**config.mk**
```make
export PLATFORM = sky130hd
export DESIGN_NAME = mem_port_arbiter
export DESIGN_NICKNAME = d
export VERILOG_FILES = /design/src/rtl/mem_port_arbiter.sv
export SDC_FILE = /design/constraint.sdc
export NUM_CORES = 1
export LEC_CHECK = 0
export BUFFER_PORTS_ARGS = -buffer_cell sky130_fd_sc_hd__clkbuf_2
export CAP_MARGIN = 20
export CORE_MARGIN = 1.5
export CORE_UTILIZATION = 45
export CTS_BUF_LIST = sky130_fd_sc_hd__clkbuf_16
export DETAILED_ROUTE_END_ITERATION = 7
export GPL_TIMING_DRIVEN = 0
export PLACE_DENSITY = 0.92
export SETUP_SLACK_MARGIN = 0.4
export SKIP_CTS_REPAIR_TIMING = 1
export SYNTH_ARGS = -nofsm -noshare
export SYNTH_HDL_FRONTEND = slang
export SYNTH_SLANG_ARGS = --single-unit
```
**constraint.sdc**
```tcl
create_clock -name clk -period 1.7 [get_ports clk]
set_input_delay 0.34 -clock clk [delete_from_list [all_inputs] [get_ports clk]]
set_output_delay 0.34 -clock clk [all_outputs]
set_load 0.05 [all_outputs]
```
**src/rtl/mem_port_arbiter.sv**
```systemverilog
// ---------------------------------------------------------------------------
// mem_port_arbiter
//
// Shares the single SRAM-like external memory port between the instruction
// fetch side (IF) and the data access side (DM) of the MiniMIPS32 core.
// A winning request is latched into registered bus fields, then driven
// through an address phase (ADDR) and a data phase (DATA). Read data is
// returned to the owning requester together with a one-cycle done pulse.
//
// Configuration macro:
//   ARB_ROUND_ROBIN_EN  defined   -> contended grants alternate using a
//                                    last_grant register (reset = IF, so
//                                    the first contended grant goes to DM)
//                       undefined -> fixed priority, DM beats IF
//
// Ports:
//   clk, rst                 clock, synchronous active-high reset
//   if_req/if_addr           fetch request (level, held until if_done)
//   if_rdata/if_done         fetched word + one-cycle completion pulse
//   dm_req/dm_we/dm_sel/
//   dm_addr/dm_wdata         data request (level, held until dm_done)
//   dm_rdata/dm_done         load data + one-cycle completion pulse
//   flush                    exception/eret flush, discards in-flight fetch
//   stall_req                pipeline stall while any request is pending
//   bus_req/bus_wr/bus_sel/
//   bus_addr/bus_wdata       registered memory bus request fields
//   bus_addr_ok/bus_data_ok/
//   bus_rdata                memory bus responses
//   o_dbg_state              current FSM state (IDLE=0, ADDR=1, DATA=2)
//
// Bus handshake: bus_req is raised for the whole address phase with all
// request fields stable and is only dropped after bus_addr_ok has been
// sampled high (never withdrawn early, not even on flush). The data phase
// then waits for bus_data_ok; bus_addr_ok and bus_data_ok high together in
// the address phase finish the whole transaction in that cycle.
// ---------------------------------------------------------------------------
module mem_port_arbiter #(
  parameter int ADDR_W = 32,
  parameter int DATA_W = 32
) (
  input  logic              clk,
  input  logic              rst,
  input  logic              if_req,
  input  logic [ADDR_W-1:0] if_addr,
  output logic [DATA_W-1:0] if_rdata,
  output logic              if_done,
  input  logic              dm_req,
  input  logic              dm_we,
  input  logic [3:0]        dm_sel,
  input  logic [ADDR_W-1:0] dm_addr,
  input  logic [DATA_W-1:0] dm_wdata,
  output logic [DATA_W-1:0] dm_rdata,
  output logic              dm_done,
  input  logic              flush,
  output logic              stall_req,
  output logic              bus_req,
  output logic              bus_wr,
  output logic [3:0]        bus_sel,
  output logic [ADDR_W-1:0] bus_addr,
  output logic [DATA_W-1:0] bus_wdata,
  input  logic              bus_addr_ok,
  input  logic              bus_data_ok,
  input  logic [DATA_W-1:0] bus_rdata,
  output logic [1:0]        o_dbg_state
);

  typedef enum logic [1:0] {
    ST_IDLE = 2'd0,
    ST_ADDR = 2'd1,
    ST_DATA = 2'd2
  } state_t;

  localparam logic OWN_IF = 1'b0;
  localparam logic OWN_DM = 1'b1;

  state_t            r_state;
  state_t            w_state_nxt;
  logic              r_owner;
  logic              r_discard;
  logic              r_bus_req;
  logic              r_bus_wr;
  logic [3:0]        r_bus_sel;
  logic [ADDR_W-1:0] r_bus_addr;
  logic [DATA_W-1:0] r_bus_wdata;
  logic [DATA_W-1:0] r_if_rdata;
  logic [DATA_W-1:0] r_dm_rdata;
  logic              r_if_done;
  logic              r_dm_done;

  logic w_if_elig;
  logic w_dm_elig;
  logic w_grant_dm;
  logic w_grant_if;
  logic w_complete;

  // A requester whose done is high this cycle is still holding its req
  // (it only sees done now), so it must not be granted again. Flush in
  // IDLE also blocks a fetch grant for that cycle.
  assign w_if_elig = if_req & ~r_if_done & ~flush;
  assign w_dm_elig = dm_req & ~r_dm_done;

`ifdef ARB_ROUND_ROBIN_EN
  logic r_last_grant;

  // On contention favour whoever was not granted last.
  assign w_grant_dm = w_dm_elig & (~w_if_elig | (r_last_grant == OWN_IF));

  always_ff @(posedge clk) begin
    if (rst) begin
      r_last_grant <= OWN_IF;
    end else if (r_state == ST_IDLE && (w_grant_dm || w_grant_if)) begin
      r_last_grant <= w_grant_dm ? OWN_DM : OWN_IF;
    end
  end
`else
  assign w_grant_dm = w_dm_elig;
`endif

  assign w_grant_if = w_if_elig & ~w_grant_dm;

  // Transaction finishes on data_ok in DATA, or on addr_ok+data_ok together
  // while still in ADDR.
  assign w_complete = ((r_state == ST_DATA) && bus_data_ok) ||
                      ((r_state == ST_ADDR) && bus_addr_ok && bus_data_ok);

  // ---------------- FSM state register ----------------
  always_ff @(posedge clk) begin
    if (rst) begin
      r_state <= ST_IDLE;
    end else begin
      r_state <= w_state_nxt;
    end
  end

  // ---------------- FSM next state ----------------
  always_comb begin
    w_state_nxt = r_state;
    case (r_state)
      ST_IDLE: begin
        if (w_grant_dm || w_grant_if) begin
          w_state_nxt = ST_ADDR;
        end
      end
      ST_ADDR: begin
        if (bus_addr_ok) begin
          w_state_nxt = bus_data_ok ? ST_IDLE : ST_DATA;
        end
      end
      ST_DATA: begin
        if (bus_data_ok) begin
          w_state_nxt = ST_IDLE;
        end
      end
      default: w_state_nxt = ST_IDLE;
    endcase
  end

  // ---------------- bus fields, owner, results ----------------
  always_ff @(posedge clk) begin
    if (rst) begin
      r_owner     <= OWN_IF;
      r_discard   <= 1'b0;
      r_bus_req   <= 1'b0;
      r_bus_wr    <= 1'b0;
      r_bus_sel   <= 4'b0000;
      r_bus_addr  <= '0;
      r_bus_wdata <= '0;
      r_if_rdata  <= '0;
      r_dm_rdata  <= '0;
      r_if_done   <= 1'b0;
      r_dm_done   <= 1'b0;
    end else begin
      r_if_done <= 1'b0;
      r_dm_done <= 1'b0;

      if (r_state == ST_IDLE) begin
        r_discard <= 1'b0;
        if (w_grant_dm) begin
          r_owner     <= OWN_DM;
          r_bus_req   <= 1'b1;
          r_bus_wr    <= dm_we;
          r_bus_sel   <= dm_sel;
          r_bus_addr  <= dm_addr;
          r_bus_wdata <= dm_wdata;
        end else if (w_grant_if) begin
          r_owner     <= OWN_IF;
          r_bus_req   <= 1'b1;
          r_bus_wr    <= 1'b0;
          r_bus_sel   <= 4'b1111;
          r_bus_addr  <= if_addr;
          r_bus_wdata <= '0;
        end
      end

      // Request fields are only meaningful during ADDR; bus_addr is kept.
      if (r_state == ST_ADDR && bus_addr_ok) begin
        r_bus_req   <= 1'b0;
        r_bus_wr    <= 1'b0;
        r_bus_sel   <= 4'b0000;
        r_bus_wdata <= '0;
      end

      // A flushed fetch still runs to completion on the bus; only its
      // result is dropped.
      if ((r_state != ST_IDLE) && (r_owner == OWN_IF) && flush) begin
        r_discard <= 1'b1;
      end

      if (w_complete) begin
        r_discard <= 1'b0;
        if (r_owner == OWN_DM) begin
          r_dm_rdata <= bus_rdata;
          r_dm_done  <= 1'b1;
        end else if (!(r_discard || flush)) begin
          r_if_rdata <= bus_rdata;
          r_if_done  <= 1'b1;
        end
      end
    end
  end

  assign if_rdata    = r_if_rdata;
  assign if_done     = r_if_done;
  assign dm_rdata    = r_dm_rdata;
  assign dm_done     = r_dm_done;
  assign bus_req     = r_bus_req;
  assign bus_wr      = r_bus_wr;
  assign bus_sel     = r_bus_sel;
  assign bus_addr    = r_bus_addr;
  assign bus_wdata   = r_bus_wdata;
  assign stall_req   = (dm_req & ~r_dm_done) | (if_req & ~r_if_done);
  assign o_dbg_state = r_state;

endmodule

```
### Word level (Yosys, flattened, before mapping)

Index checks and enable logic that the tools add are counted.

* mux-type cells: 20
* reduce and logical (&&, ||, !) cells: 20
* bitwise logic cells: 12
* equality and inequality tests: 5

Operators with widths (number)
* 32-bit 2-to-1 mux: 4
* 1-bit 2-to-1 mux: 9
* 2-bit 2-to-1 mux: 4
* 4-bit 2-to-1 mux: 2
* 1-bit NOT: 7
* 2-bit inequality test, second input constant: 3
* 2-bit case mux with 3 select lines: 1
* 3-bit AND reduction: 2
* 2-bit nonzero test: 3
* 2-bit OR reduction: 3
* 1-bit logical AND: 5
* 1-bit bitwise AND: 4
* 2-bit AND reduction: 2
* 1-bit logical OR: 3
* 3-bit OR reduction: 1
* 2-bit by 1-bit equality test with 1-bit output, second input constant: 1
* 2-bit equality test, second input constant: 1
* 2-bit zero test: 1
* 1-bit OR: 1

* register bits after elaboration: 140
* logic and storage cells: 69

### Depth between registers and ports, before layout

Gate-level depths: netlist (run 1).

* depth in word-level cells: 7
* depth in mapped cells: 7
* mapped depth without buffers: 4

### Least setup slack after synthesis (run 1)

Ideal clock, no wire load.

* kind: reg2out
* start: reg r_dm_done (netlist: dm_done)
* end: out stall_req
* stages on the path, launching flop included: 5
* data required time: 1.360 ns
* setup slack: -0.379 ns
* arrival: 1.739 ns
* path through: dfxtp_1 > nand2b_1 > buf_4 > buf_2 > o21ai_0

* cells in the longest elaborated chain, start to end: 3

Ends and longest elaborated chain
* start: declaration: line 88 `logic r_dm_done;`
* start signal: assignment: line 171 `r_dm_done <= 1'b0;`
* start signal: assignment: line 174 `r_dm_done <= 1'b0;`
* start signal: assignment: line 213 `r_dm_done <= 1'b1;`
* 1-bit NOT: line 231 `assign stall_req = (dm_req & ~r_dm_done) | (if_req & ~r_if_done);`
* 1-bit bitwise AND: line 231
* 1-bit OR: line 231
* end: declaration: line 55 `output logic stall_req,`

No other way between the ends.

### Worst setup path in the final report (run 1)

* start: reg r_dm_done (netlist: dm_done)
* end: reg r_bus_addr[11] (netlist: bus_addr[11])

* cells in the longest elaborated chain, start to end: 6

Ends and longest elaborated chain
* 1-bit NOT *: line 100 `assign w_dm_elig = dm_req & ~r_dm_done;`
* 1-bit bitwise AND *: line 100
* 1-bit NOT: line 119 `assign w_grant_if = w_if_elig & ~w_grant_dm;`
* 1-bit bitwise AND: line 119
* 2-bit nonzero test (no source line)
* 2-bit AND reduction (no source line)
* end signal: assignment: line 183 `r_bus_addr <= dm_addr;`
* end signal: assignment: line 190 `r_bus_addr <= if_addr;`
* end: declaration: line 83 `logic [ADDR_W-1:0] r_bus_addr;`

Mark *: on every way between the ends. The rest lies on a longest branch, timed or not.
A chain may end at the register's enable or synchronous reset.

==> results of run 1 <==
[through the flow]
stage / total power, mW / util / hold slack, ps
floorplan: 4.80 / - / 409
finish: 9.48 / 0.844 / 132
CTS: 8.79 / 0.663 / 120
global placement: 5.27 / 0.613 / 437
global route: 9.73 / 0.844 / 138
detailed placement: 5.30 / 0.613 / 444
[worst register-to-register path, stage by stage (launching register included)]
cell	delay (ps)
dfxtp_4	340
nand2b_4	140
buf_12	130
buf_4	140
o31ai_4	50
buf_6	180
buf_6	140
buf_12	140
a21oi_4	80
a211oi_2	370
[layer usage]
metal  vias to the layer above  share of wire
li1                       2480              -
met1                      2829           0.34
met2                       412           0.52
met3                       113          0.091
met4                         2          0.050
met5                         -        0.00042
[where the power goes]
part           internal, mW  switching [mW]  leakage (nW)
combinational         0.890            1.39          2.84
clock                  2.13            1.45         0.282
sequential             3.47           0.161          1.18
total                  6.48            3.00          4.30
[how the worst max path moves through the flow]
stage | startpoint | end | slack [ps]
after CTS | dm_done | stall_req | -320
after detailed placement | rst | dm_rdata[12] | -240
after floorplan | if_done | bus_addr[27] | 220
after global routing | dm_done | bus_addr[11] | -160
final | dm_done | bus_addr[11] | -140
after global placement | rst | dm_rdata[25] | -170
[logic make-up (layout without fill, tap and decap cells)]
group / Yosys count / count (layout)
buf+inv: 44 / 397
flops: 140 / 140
simple gates: 111 / 111
other cells: 0 / 1
mux: 64 / 64
compound gates: 145 / 145
[cell usage in the layout (no fill, tap or decap), drive strengths merged, types with 5 or more instances in the layout]
master,instances
clkinv,11
mux2i,64
o221a,5
nand2,67
a22o,33
a21oi,66
buf,137
clkbuf,242
nor2,35
a211oi,33
inv,5
dfxtp,140
[registers in the layout, summed over array words and instances (netlist names)]
name / flops
dm_rdata: 32
if_rdata: 32
bus_addr: 32
r_owner: 1
bus_wr: 1
if_done: 1
bus_sel: 4
dm_done: 1
bus_wdata: 32
bus_req: 1
o_dbg_state: 2
r_discard: 1
[synth_stat cells (2+ instances only)]
master	count
buf_4	5
dfxtp_1	140
mux2i_1	64
buf_2	19
nor2_1	33
clkbuf_1	12
a211oi_1	33
nand2b_2	2
nand2_1	67
a21oi_1	65
inv_1	3
a22o_1	33
and2_1	2
o221a_2	5
buf_6	4
[layout make-up]
cell class / instances / area (µm²)
plain buffers: 41 / 463
repair buffers: 321 / 2550
well taps: 143 / 179
diodes: 1 / 2.50
fillers: 519 / 1770
clock buffers: 17 / 425
multi-input cells: 320 / 2840
clock inverters: 15 / 131
inverters: 3 / 11.3
flip-flops and latches: 140 / 2950
==> reports/metrics.sh, run 1 <==
RUN_STATUS='complete, but fails checks'
VIOLATIONS='negative setup slack'
CRITICAL_PATH_STAGES=9
CLK-INSERTION-DELAY-LATE_PS=420
PEAKVDDDROP_uV=948
CP-END-KIND='register'
AREA_GROWTH_SYN_TO_LAYOUT_PCT=84.4
SYNTH_SIMPLE_GATE_AREA_SHARE=0.0915
TOP_CELLS_BY_AREA_IN_THE_SYNTHESIZED_NETLIST='dfxtp_1 54%, mux2i_1 12%, a21oi_1 6.3%'
FINALNONFILLERCELLS=1001
YS_TYPES=32
GLOBAL_ROUTE.PEAK_USAGE_LAYER='met2'
DIEHEIGHT_UM=110
FINALCRITPERIODSHARE=1.08
WORST_HOLD_PATH.NUM_CELLS=2
FIN_SKEW_PS=9.07
HOLD_CLASS='in -> reg'
DRT-WIRELENGTH-PER-CELL_UM=23.5
WORSTREGTOREGCELLS=9
RSZ0062_AT_GRT='true'
RR_ENDPOINT='bus_addr[11]'
COUNT_OF_STANDARD_CELL_ROWS=39
SYNTH.MUX.AREA_FRACTION=0.124
CLOCKROOTBUFFER='clkbuf_16'
DETAIL_ROUTE.ITER0.VIOLATIONS=505
YOSYSSEQAREASHARE=0.541
SETUP-TNS-FINAL_PS=-351
PLACE.GP.CONGESTION=0.765
ANT_NETS=0
SYNTH_FP_NETS=644
GRT_UTIL_MET1=0.259
CPPEAKSTAGEDELAY_PS=370
GRT_OVERFLOW=0
NUMBER_OF_GLOBAL_ROUTE_VIAS_BEFORE_REPAIR=4801
ROUTED_WL_MM=23.5
SYNTHESIS.AREA_PER_INSTANCE_UM2=10.3
MET3_USAGE=0.0905
HOLD_PATH_END='bus_wdata[11]'
CPLARGESTDELAYFAMILY='buffers and inverters'
MIN-DELAY-START='dm_wdata[11]'
DIE-AREA_UM2=12200
DRIVE_ABOVE_1_SHARE=0.695
NETLIST.TOP_CELL.BY_AREA='dfxtp_1'
SYNTH_EDF_COUNT=0
CRITICAL_PATH_CLASS='reg -> reg'
TIMING.FINAL.HOLD_VIOLATIONS=0
DETAILEDROUTE.FIRSTPASSITERATIONCOUNT=5
FP.COREAREA_UM2=11300
LAYOUT.NETS=984
GRT_UTIL_MET2=0.461
TRITONCTS.NUM_BUFFERS=17
POSTSYNTH.ASYNCRESETSHARE=0
ANTENNA_FOUND_INITIAL=2
SETUP_SLACK_PS=-142
NUMBER_OF_MAX_CAP_VIOLATIONS=0
YOSYS_WARNINGS=0
SETUP_VIOL=14
MAIN_COMBINATIONAL_CELL_FAMILY_BY_AREA_AFTER_SYNTHESIS='compound AO/OA/AOI/OAI gates'
WORST-PATH-BUF-INV=5
TRITONCTS='done'
PLACED_AREA_UM2=6940
CLOCK.FMAX_MHz=543
TIMING.CRITICAL_PATH.ARRIVAL_PS=2130
CTS_MAX_LEVEL=4
SYNTH_FA_HA_AREA_FRAC=0
TIMING.CRITICAL_PATH.REQUIRED_PS=1980
DRV_SLEW=0
START_KIND='register'
SYNTH-SEQ-CELLS=140
REG2REG_SLACK_PS=-140
VIASPERCELL=5.83
CRITPATHMAXFANOUT=7
NETLIST_INSTANCES=504
PRE_CTS_WS_PS=-244
POSTSYNTH.TOPFLOPCELL='dfxtp_1'
PWR_DENSITY_CELL_nW_PER_UM2=992
SLEW_HEADROOM=0.476
SYNTH_XOR_AREA_FRAC=0
WORSTMARGINPINSLEW_PS=786
GRTUSAGETOTAL=0.253
OVERALL_VIA_COUNT_FROM_DETAIL_ROUTE=5836
DPL.HPWL_MM=12.1
FINALWORSTPATHREQUIREDPERIOD_PS=1840
NUMBER_OF_PRIMARY_I_O_PINS=279
GRT_FIRST_PASS_WIRELENGTH_MM=23.1
BUFFER_PORTS.INSERTED=278
POSTLAYOUTCELLAREA_UM2=9560
GRT_MAX_DEGREE=17
PLACE_INST=925
CTS-ROOT-TO-SINK-BUFFERS=2
INITIAL_UTILIZATION=0.458
WORST_SETUP_HOLD_PATH_CLK_SLEW_PS=60
CTS.SINKS=140
CPMAXSTAGEDELAYCELL='a211oi_2'
TIMING.RR.START='dm_done'
SYNTH_AREA_UM2=5180
POWER_LEAKAGE_nW=4.30
WORST_PATH_CELL_TRACE='nand2b_4, buf_12, buf_4, o31ai_4, buf_6, buf_6, buf_12, a21oi_4, a211oi_2'
DRC=0
DIE-WIDTH_UM=110
SYNTH_COMPOUND_GATE_AREA_SHARE=0.198
SYNTH_LARGEST_TYPE_AREA_FRACTION=0.541
Power figures use the tool's default switching activity.
==> run 2: changes to the inputs <==
- CORE_ASPECT_RATIO: unset -> 1.25
==> reports/metrics.sh, run 2 (synthesis results as in run 1) <==
NUMBER_OF_PRIMARY_I_O_PINS=279  # unchanged
GRTUSAGETOTAL=0.247  # -0.00630
LAYOUT.NETS=991  # +0.71%
COUNT_OF_STANDARD_CELL_ROWS=43  # +10%
AREA_GROWTH_SYN_TO_LAYOUT_PCT=88.5
GRT_UTIL_MET1=0.252  # -0.00691
GRT_MAX_DEGREE=17  # unchanged
ANTENNA_FOUND_INITIAL=0  # -2
CTS.SINKS=140  # unchanged
VIASPERCELL=5.87  # +0.72%
DETAILEDROUTE.FIRSTPASSITERATIONCOUNT=7  # +2
LAYOUT.CELLS.MOST_COMMON='clkbuf_2'
TIMING.RR.START='dm_done'
FINALCRITPERIODSHARE=1.01  # -0.0786
PLACED_AREA_UM2=6930  # -0.14%
OVERALL_VIA_COUNT_FROM_DETAIL_ROUTE=5866  # +0.51%
VIOLATIONS='design-rule violations, negative setup slack'
GRT_UTIL_MET2=0.461  # about the same
CLK-INSERTION-DELAY-LATE_PS=420  # about the same
TIMING.FINAL.HOLD_VIOLATIONS=0  # unchanged
DRT-WIRELENGTH-PER-CELL_UM=24.0  # +2.2%
SETUP_VIOL=3  # -11
CTS_MAX_LEVEL=4  # unchanged
CP-ENDPOINT='stall_req'
REG2REG_SLACK_PS=0  # +140 ps
CRITICAL_PATH_CLASS='reg -> out'
NUMBER_OF_MAX_CAP_VIOLATIONS=0  # unchanged
ANTENNADIODECOUNT=0  # -1
WORSTREGTOREGCELLS=9  # unchanged
SETUP-TNS-FINAL_PS=-16.0  # +335 ps
STARTPOINT='dm_done'
SETUP_SLACK_PS=-8.53  # +134 ps
CP-END-KIND='output pin'
POWER_LEAKAGE_nW=4.35  # +1.1%
RSZ0062_AT_GRT='true'
TRITONCTS='done'
CLOCK.FMAX_MHz=585  # +7.8%
ANT_NETS=0  # unchanged
SLEW_HEADROOM=0.432  # -0.0442
WORSTMARGINPINSLEW_PS=853  # +66.3 ps
WORST_SETUP_HOLD_PATH_CLK_SLEW_PS=60  # about the same
NUMBER_OF_FILL_CELLS=460  # -11%
CRITPATHMAXFANOUT=4  # -3
DRV_SLEW=0  # unchanged
DIE-WIDTH_UM=99.0  # -10%
DIEHEIGHT_UM=123  # +11%
MET3_USAGE=0.0899  # -0.000654
FP.COREAREA_UM2=11100  # -1.6%
RR_ENDPOINT='bus_sel[0]'
DRIVE_ABOVE_1_SHARE=0.704  # +0.00825
GRT_OVERFLOW=0  # unchanged
CLOCKROOTBUFFER='clkbuf_16'
DIE-AREA_UM2=12200  # about the same
ROUTED_WL_MM=24.0  # +2.0%
TRITONCTS.NUM_BUFFERS=17  # unchanged
P_TOTAL_mW=9.93  # +4.7%
PWR_DENSITY_CELL_nW_PER_UM2=1020  # +2.5%
TIMING.CRITICAL_PATH.REQUIRED_PS=1360  # -620 ps
FINAL_CELL_MIX='187 x clkbuf_2, 98 x buf_6, 67 x dfxtp_1'
CTS-ROOT-TO-SINK-BUFFERS=2  # unchanged
INITIAL_UTILIZATION=0.465  # +0.00756
GRT_FIRST_PASS_WIRELENGTH_MM=23.5  # +1.7%
FINALWORSTPATHREQUIREDPERIOD_PS=1710  # -134 ps
PEAKVDDDROP_uV=845  # -11%
TIMING.CRITICAL_PATH.ARRIVAL_PS=1370  # -760 ps
START_KIND='register'
DETAIL_ROUTE.ITER0.VIOLATIONS=331  # -34%
FIN_SKEW_PS=11.2  # +2.09 ps
POSTLAYOUTCELLAREA_UM2=9760  # +2.2%
FIN_UTIL=0.877  # +0.0327
DRC=20  # +20
RUN_STATUS='complete, but fails checks'
BUFFER_PORTS.INSERTED=278  # unchanged
DPL.HPWL_MM=11.7  # -3.1%
HOLD_CLASS='in -> reg'
GLOBAL_ROUTE.PEAK_USAGE_LAYER='met2'
NUMBER_OF_GLOBAL_ROUTE_VIAS_BEFORE_REPAIR=4815  # +0.29%
PLACE.GP.CONGESTION=0.810  # +6.0%
==> run 2: routing by layer <==
metal / wire [µm] / up-vias / part of all wire
met5: 0 / - / 0
met4: 1170 / 0 / 0.049
met3: 2050 / 106 / 0.085
met2: 12700 / 389 / 0.53
met1: 8070 / 2873 / 0.34
li1: - / 2498 / -
==> run 2: cell type report <==
class	count	area, µm²	area share
flip-flops and latches	140	2910	0.298
multi-input cells	320	2860	0.293
repair buffers	328	2720	0.278
plain buffers	41	479	0.0491
clock buffers	17	425	0.0436
clock inverters	15	194	0.0199
well taps	135	169	0.0173
inverters	3	11.3	0.00115
==> run 2: how the worst min path moves through the flow <==
stage / from / to / slack (ps) / cells past startpoint
2_1_floorplan: bus_data_ok / o_dbg_state[1] / 410 / 1
3_3_place_gp: if_rdata[13] / if_rdata[13] / 440 / 2
3_5_place_dp: if_rdata[30] / if_rdata[30] / 440 / 2
4_1_cts: dm_wdata[7] / bus_wdata[7] / 130 / 2
5_1_grt: dm_wdata[12] / bus_wdata[12] / 140 / 2
6_report: dm_wdata[7] / bus_wdata[7] / 130 / 2
==> run 2: worst max-delay path, cell delays in order (launching register included) <==
cell	delay, ps
dfxtp_4	340
nand2b_4	140
buf_12	130
buf_12	120
o21ai_4	50
buf_6	170
==> run 2: metrics by stage <==
stage                     setup slack (ps)  hold slack (ps)  cells
final                                -8.53              135    999
after global routing                 -43.4              137    999
after CTS                             -334              125    949
after detailed placement              -141              443    917
after global placement                -123              436    917
after floorplan                        221              409    504
==> run 2: report_power, final <==
part           leakage [nW]  switching [mW]  internal, mW
combinational          2.86            1.38         0.930
clock                 0.305            1.52          2.46
sequential             1.18           0.164          3.48
